[src/rtl/data_memory_arbiter.sv]
// -----------------------------------------------------------------------------
// data_memory_arbiter
//
// Two-port arbiter/sequencer in front of a single-port data memory with
// synchronous write and combinational read. Port 0 (CPU MEM stage) has
// priority. Port 1 (loader/DMA/debug) is guaranteed service after at most
// STARVE_LIMIT consecutive port-0 grants made while it waits.
//
// Each granted request is latched and driven onto the memory for exactly one
// cycle (ACCESS). The following cycle (DONE) answers with a one-cycle ack
// pulse and registered read data. Misaligned addresses skip ACCESS and are
// answered with err set and zero read data.
//
// Ports
//   clk, reset              system clock, synchronous active-high reset
//   req/we/addr/wdata{0,1}_i request inputs, held stable until the ack
//   ack/err/rdata{0,1}_o    completion pulse, misaligned flag, read data
//   mem_*_o, mem_data_i     connection to the data memory
//   busy_o                  high whenever a transaction is in flight
// -----------------------------------------------------------------------------
module data_memory_arbiter #(
  parameter int DATA_WIDTH   = 32,
  parameter int STARVE_LIMIT = 4
) (
  input  logic                  clk,
  input  logic                  reset,
  // port 0
  input  logic                  req0_i,
  input  logic                  we0_i,
  input  logic [DATA_WIDTH-1:0] addr0_i,
  input  logic [DATA_WIDTH-1:0] wdata0_i,
  output logic                  ack0_o,
  output logic                  err0_o,
  output logic [DATA_WIDTH-1:0] rdata0_o,
  // port 1
  input  logic                  req1_i,
  input  logic                  we1_i,
  input  logic [DATA_WIDTH-1:0] addr1_i,
  input  logic [DATA_WIDTH-1:0] wdata1_i,
  output logic                  ack1_o,
  output logic                  err1_o,
  output logic [DATA_WIDTH-1:0] rdata1_o,
  // memory side
  output logic [DATA_WIDTH-1:0] mem_address_o,
  output logic [DATA_WIDTH-1:0] mem_write_data_o,
  output logic                  mem_write_o,
  output logic                  mem_read_o,
  input  logic [DATA_WIDTH-1:0] mem_data_i,
  output logic                  busy_o
);

  typedef enum logic [1:0] {
    IDLE   = 2'd0,
    ACCESS = 2'd1,
    DONE   = 2'd2
  } state_t;

  localparam logic [3:0] LIMIT = 4'(STARVE_LIMIT);

  // A 4-bit starvation counter cannot represent limits outside 1..15.
  if (STARVE_LIMIT < 1 || STARVE_LIMIT > 15) begin : g_bad_starve_limit
    $error("data_memory_arbiter: STARVE_LIMIT=%0d outside legal range 1..15",
           STARVE_LIMIT);
  end

  state_t                  state_q, state_d;
  logic [3:0]              starve_q, starve_d;
  logic                    sel_q, sel_d;
  logic                    we_q, we_d;
  logic [DATA_WIDTH-1:0]   addr_q, addr_d;
  logic [DATA_WIDTH-1:0]   wdata_q, wdata_d;
  logic                    err_q, err_d;
  logic [DATA_WIDTH-1:0]   rdata0_q, rdata0_d;
  logic [DATA_WIDTH-1:0]   rdata1_q, rdata1_d;

  logic                    grant1;
  logic                    win_we;
  logic [DATA_WIDTH-1:0]   win_addr;
  logic [DATA_WIDTH-1:0]   win_wdata;
  logic                    mem_active;

  // Port 1 wins when alone, or when port 0 has already been served
  // STARVE_LIMIT times in a row while port 1 was waiting.
  assign grant1    = req1_i & (~req0_i | (starve_q == LIMIT));
  assign win_we    = grant1 ? we1_i    : we0_i;
  assign win_addr  = grant1 ? addr1_i  : addr0_i;
  assign win_wdata = grant1 ? wdata1_i : wdata0_i;

  // NOTE: every variable assigned in this block gets a default first, so no
  // path through the case statement can leave one unassigned (no latches).
  always_comb begin
    state_d  = state_q;
    starve_d = starve_q;
    sel_d    = sel_q;
    we_d     = we_q;
    addr_d   = addr_q;
    wdata_d  = wdata_q;
    err_d    = err_q;
    rdata0_d = rdata0_q;
    rdata1_d = rdata1_q;

    unique case (state_q)
      IDLE: begin
        if (req0_i || req1_i) begin
          sel_d   = grant1;
          we_d    = win_we;
          addr_d  = win_addr;
          wdata_d = win_wdata;

          if (grant1 || !req1_i) begin
            starve_d = '0;
          end else if (starve_q != LIMIT) begin
            starve_d = starve_q + 4'd1;
          end

          if (win_addr[1:0] != 2'b00) begin
            // Misaligned: answer directly, never touch the memory.
            err_d   = 1'b1;
            state_d = DONE;
            if (grant1) rdata1_d = '0;
            else        rdata0_d = '0;
          end else begin
            err_d   = 1'b0;
            state_d = ACCESS;
          end
        end
      end

      ACCESS: begin
        if (!we_q) begin
          if (sel_q) rdata1_d = mem_data_i;
          else       rdata0_d = mem_data_i;
        end
        state_d = DONE;
      end

      DONE: begin
        // Requests are ignored here; the requester's req is still high.
        state_d = IDLE;
      end

      default: state_d = IDLE;
    endcase
  end

  // NOTE: sequential state uses non-blocking assignments only, so every
  // register samples the pre-edge value of every other register.
  // NOTE: the latched request and read-data registers are reset along with
  // the control state, so outputs are defined immediately after reset.
  always_ff @(posedge clk) begin
    if (reset) begin
      state_q  <= IDLE;
      starve_q <= '0;
      sel_q    <= 1'b0;
      we_q     <= 1'b0;
      addr_q   <= '0;
      wdata_q  <= '0;
      err_q    <= 1'b0;
      rdata0_q <= '0;
      rdata1_q <= '0;
    end else begin
      state_q  <= state_d;
      starve_q <= starve_d;
      sel_q    <= sel_d;
      we_q     <= we_d;
      addr_q   <= addr_d;
      wdata_q  <= wdata_d;
      err_q    <= err_d;
      rdata0_q <= rdata0_d;
      rdata1_q <= rdata1_d;
    end
  end

  // Memory strobes live only in ACCESS. The write strobe is gated by reset so
  // an aborted transaction can never commit.
  assign mem_write_o      = (state_q == ACCESS) & we_q & ~reset;
  assign mem_read_o       = (state_q == ACCESS) & ~we_q;
  assign mem_active       = mem_write_o | mem_read_o;
  assign mem_address_o    = mem_active ? addr_q  : '0;
  assign mem_write_data_o = mem_active ? wdata_q : '0;

  assign ack0_o   = (state_q == DONE) & ~sel_q;
  assign ack1_o   = (state_q == DONE) &  sel_q;
  assign err0_o   = ack0_o & err_q;
  assign err1_o   = ack1_o & err_q;
  assign rdata0_o = rdata0_q;
  assign rdata1_o = rdata1_q;
  assign busy_o   = (state_q != IDLE);

endmodule

[config.mk]
export PLATFORM = sky130hd
export DESIGN_NAME = data_memory_arbiter
export DESIGN_NICKNAME = d
export VERILOG_FILES = /design/src/rtl/data_memory_arbiter.sv
export SDC_FILE = /design/constraint.sdc
export NUM_CORES = 1
export LEC_CHECK = 0
export CORE_MARGIN = 4
export CORE_UTILIZATION = 43
export CTS_BUF_LIST = sky130_fd_sc_hd__clkbuf_16
export CTS_CLUSTER_DIAMETER = 50
export DETAILED_ROUTE_END_ITERATION = 10
export PLACE_DENSITY = 0.94
export SETUP_SLACK_MARGIN = 0.15
export SLEW_MARGIN = 0
export SYNTH_ARGS = -nofsm -noshare
export SYNTH_HDL_FRONTEND = slang
export SYNTH_SLANG_ARGS = --single-unit
export TNS_END_PERCENT = 5
[constraint.sdc]
create_clock -name clk -period 2.56 [get_ports clk]
set_input_delay 0.512 -clock clk [delete_from_list [all_inputs] [get_ports clk]]
set_output_delay 0.512 -clock clk [all_outputs]
set_load 0.03 [all_outputs]
==> summary.md <==
| Metric | Value |
|---|---|
| Worst reg2reg path depth | `7` |
| DPL Wire Length | `14.0 mm` |
| WL/cell | `18.8 µm` |
| Synth area leader | `dfxtp_1` |
| Cell area after synthesis | `0.00584 mm²` |
| Maximum buffer depth of the clock tree | `2` |
| DRC violations left | `0` |
| Fin crit share | `93.9%` |
| Routed vias | `5540` |
| # IOs | `301` |
| Tot GR Track Use | `23.9%` |
| Setup TNS | `0 ps` |
| Row cnt | `42` |
| Fillers | `894` |
| Initial antenna violation count | `1` |
| Hold-fix buffers, CTS | `0` |
| CP cell instances | `nor2b_1 -> nor2b_1 -> and2_1 -> clkdlybuf4s15_1` |
| Area Overhead vs Synth | `63.5%` |
| Total Power | `5860 µW` |
| Maxcap violations | `0` |
| Clk_skew | `11.2 ps` |
| NumNets Final | `1026` |
| Global-route wire length before repair | `29.4 mm` |
| FF/Latch Area | `0.00274 mm²` |
| Post-Syn Instances | `573` |
| Data required time at the worst endpoint | `2050 ps` |
| Gate power share | `15.9%` |
| Initial DRC Count | `358` |
| Final Critical Period | `2400 ps` |
| YS warnings | `0` |
| Final hold violations | `0` |
| Power per cell area | `614 mW/mm²` |
| Vias in the first global route | `5431` |
| CTS tree | `built` |
| Core area | `0.0133 mm²` |
| Dpl cell area | `0.00888 mm²` |
| Via/cell ratio | `5.29` |
| Net Sw Frac | `25.0%` |
| Pint | `4400 µW` |
| DIE WIDTH | `125 µm` |
| Slew margin rel. | `48.3%` |
| Lkg Pwr | `0.00412 µW` |
| Fmax | `416 MHz` |
| Die height | `125 µm` |
| Syn avg cell area | `10.2 µm²` |
| Post-synthesis register bit count | `137` |
| Crit end category | `output port` |
| Clk_lat worst skew | `420 ps` |
| Outcome | `finished clean` |
| H-tree depth | `4` |
| Post-place setup slack | `169 ps` |
| Setup ws final | `155 ps` |
| Endpoints failing setup | `0` |
| Cts bufs inserted | `17` |
| Fraction of layout cells with a size suffix above 1 | `17.1%` |
| WL final | `19.7 mm` |
| # clock sinks | `137` |
| CP peak stage delay | `440 ps` |
| Slowest CP cell | `dfxtp_1` |
| Hold depth | `1` |
| Synth top area share | `47.0%` |
| 1st-pass router iterations | `5` |
| Clk root buf | `clkbuf_16` |
| Arrival time worst endpoint | `1890 ps` |
| Antenna Nets Post-Route | `0` |
| GR Overflow Total | `0` |
| Seq/Total Area, Yosys | `47.0%` |
| Synth unique cells | `37` |
| Initial Util | `43.9%` |
| GPL Wtd Cong | `0.878` |
| Hold Path Class | `reg -> reg` |
| RSZ-0062 raised after global routing | `yes` |
| Multi-input gate area | `0.00283 mm²` |
| Number of port buffers | `300` |
| Largest cells by area after synthesis | `dfxtp_1 (47%), mux2i_1 (11%), a211oi_1 (8.5%), and2_1 (7.2%), a22o_1 (5.2%)` |
| Slew at the pin closest to its max-slew limit | `776 ps` |
| Switching power | `1460 µW` |
| Final instance area | `0.00955 mm²` |
| Sequential Power Share | `40.2%` |
| Max Slew Vio Count | `0` |
| Crit-path max FO | `7` |
| Die area | `0.0155 mm²` |
| Clock Power Share | `43.9%` |
| Maximum VDD drop | `0.512 mV` |
| WS Path Type | `reg -> out` |
| Clock transition at path regs | `60 ps` |
| Maximum number of pins on one net before global-route repair | `70` |
| Kind of start point of the critical path | `flop` |
| Most frequent CP cell | `nor2b_1` |
| Mapped Nets | `741` |
## cells in the mapped netlist, drive strengths merged
cell,count
nor3,3
and2,67
a21oi,3
o31ai,1
o21bai,1
nor2b,2
a22o,65
and3,1
o21ai,1
inv,4
nand2,5
a211oi,66
mux2i,66
nor3b,3
clkbuf,18
nand2b,4
nor4b,2
xnor2,3
nand4b,2
buf,33
nor2,77
nor4,1
a2111o,1
dfxtp,137
nand3,1
a31oi,2
ha,2
a21o,1
a31o,1
## placed cells by master, fill, tap and decap left out, types with 4 or more instances in the layout
cell type	Yosys	final
bufinv_16	0	4
nor2_1	76	76
clkdlybuf4s50_1	0	229
dfxtp_1	137	136
clkbuf_16	0	18
clkinv_4	0	5
mux2i_1	66	66
buf_4	4	66
a22o_1	35	35
clkdlybuf4s15_1	0	4
nand2b_1	4	4
a211oi_1	66	66
dlygate4sd2_1	0	5
a22o_2	30	30
inv_1	4	4
buf_12	0	10
nand2_1	5	5
and2_1	67	66
## worst max-delay path: cells and delay by family, from the launching register on
kind / cells / cell delay (ps)
AND/OR/NAND/NOR: 3 / 640
flip-flops: 1 / 440
buffers and inverters: 1 / 410
## what timing repair did
| item | 4_1_cts | 5_1_grt |
|---|---|---|
| setup buffers | 0 | 1 |
| cloned | 0 | 1 |
| gates resized for setup | 14 | 3 |
| endpoints found under the setup margin | 62 | 66 |
## cell families (layout without fill, tap and decap cells)
kind of cell             Yosys count  count (layout)  synth area share [%]
multiplexers                      66              66                  11.3
other                              0               1                     0
AND/OR/NAND/NOR                  168             168                  15.0
AO/OA/AOI/OAI                    142             142                  20.5
adder cells (fa/ha/maj)            2               2                 0.428
flip-flops                       137             137                  47.0
buffers and inverters             55             352                  5.36
XOR/XNOR                           3               3                 0.450
## power groups by stage
stage | Combinational [µW] | Sequential, µW | Clock [µW]
floorplan | 484 | 2390 | 0
global placement | 905 | 2390 | 0
detailed placement | 926 | 2400 | 0
CTS | 930 | 2360 | 2620
global route | 1010 | 2370 | 2720
finish | 933 | 2360 | 2570
## final timing paths
check,startpoint,end,slack [ps]
worst max-delay path,state_q[1],err0_o,160
worst min-delay path,rdata1_o[25],rdata1_o[25],470
worst max register to register,starve_q[0],rdata0_o[26],710
worst min register to register,rdata1_o[25],rdata1_o[25],470
## metrics by stage
stage                     std cells  hold slack [ps]  utilization, %
after floorplan                 573              466               -
after global placement         1013              455            66.8
after detailed placement       1013              458            66.8
after CTS                      1044              476            71.4
after global routing           1047              493            71.8
final                          1047              470            71.8
## layer usage
layer / part of all wire [%] / GRT usage [%]
met1: 37 / 26.2
met2: 50 / 42.4
met3: 9.5 / 8.06
met4: 2.9 / 9.48
met5: 0 / 0
## cell type report
| cell class | count | area share (%) |
|---|---|---|
| Timing Repair Buffer | 317 | 32.6 |
| Multi-Input combinational cell | 381 | 29.6 |
| Sequential cell | 137 | 28.7 |
| Clock buffer | 17 | 4.46 |
| Tap cell | 176 | 2.31 |
| Clock inverter | 14 | 2.07 |
| Inverter | 4 | 0.157 |
| Antenna cell | 1 | 0.0262 |
## registers in the layout, indices dropped and copies added, names as in the netlist, 2 cells and up
signal	flops
starve_q	4
addr_q	32
wdata_q	32
rdata1_o	32
rdata0_o	32
state_q	2
Power figures use the tool's default switching activity.
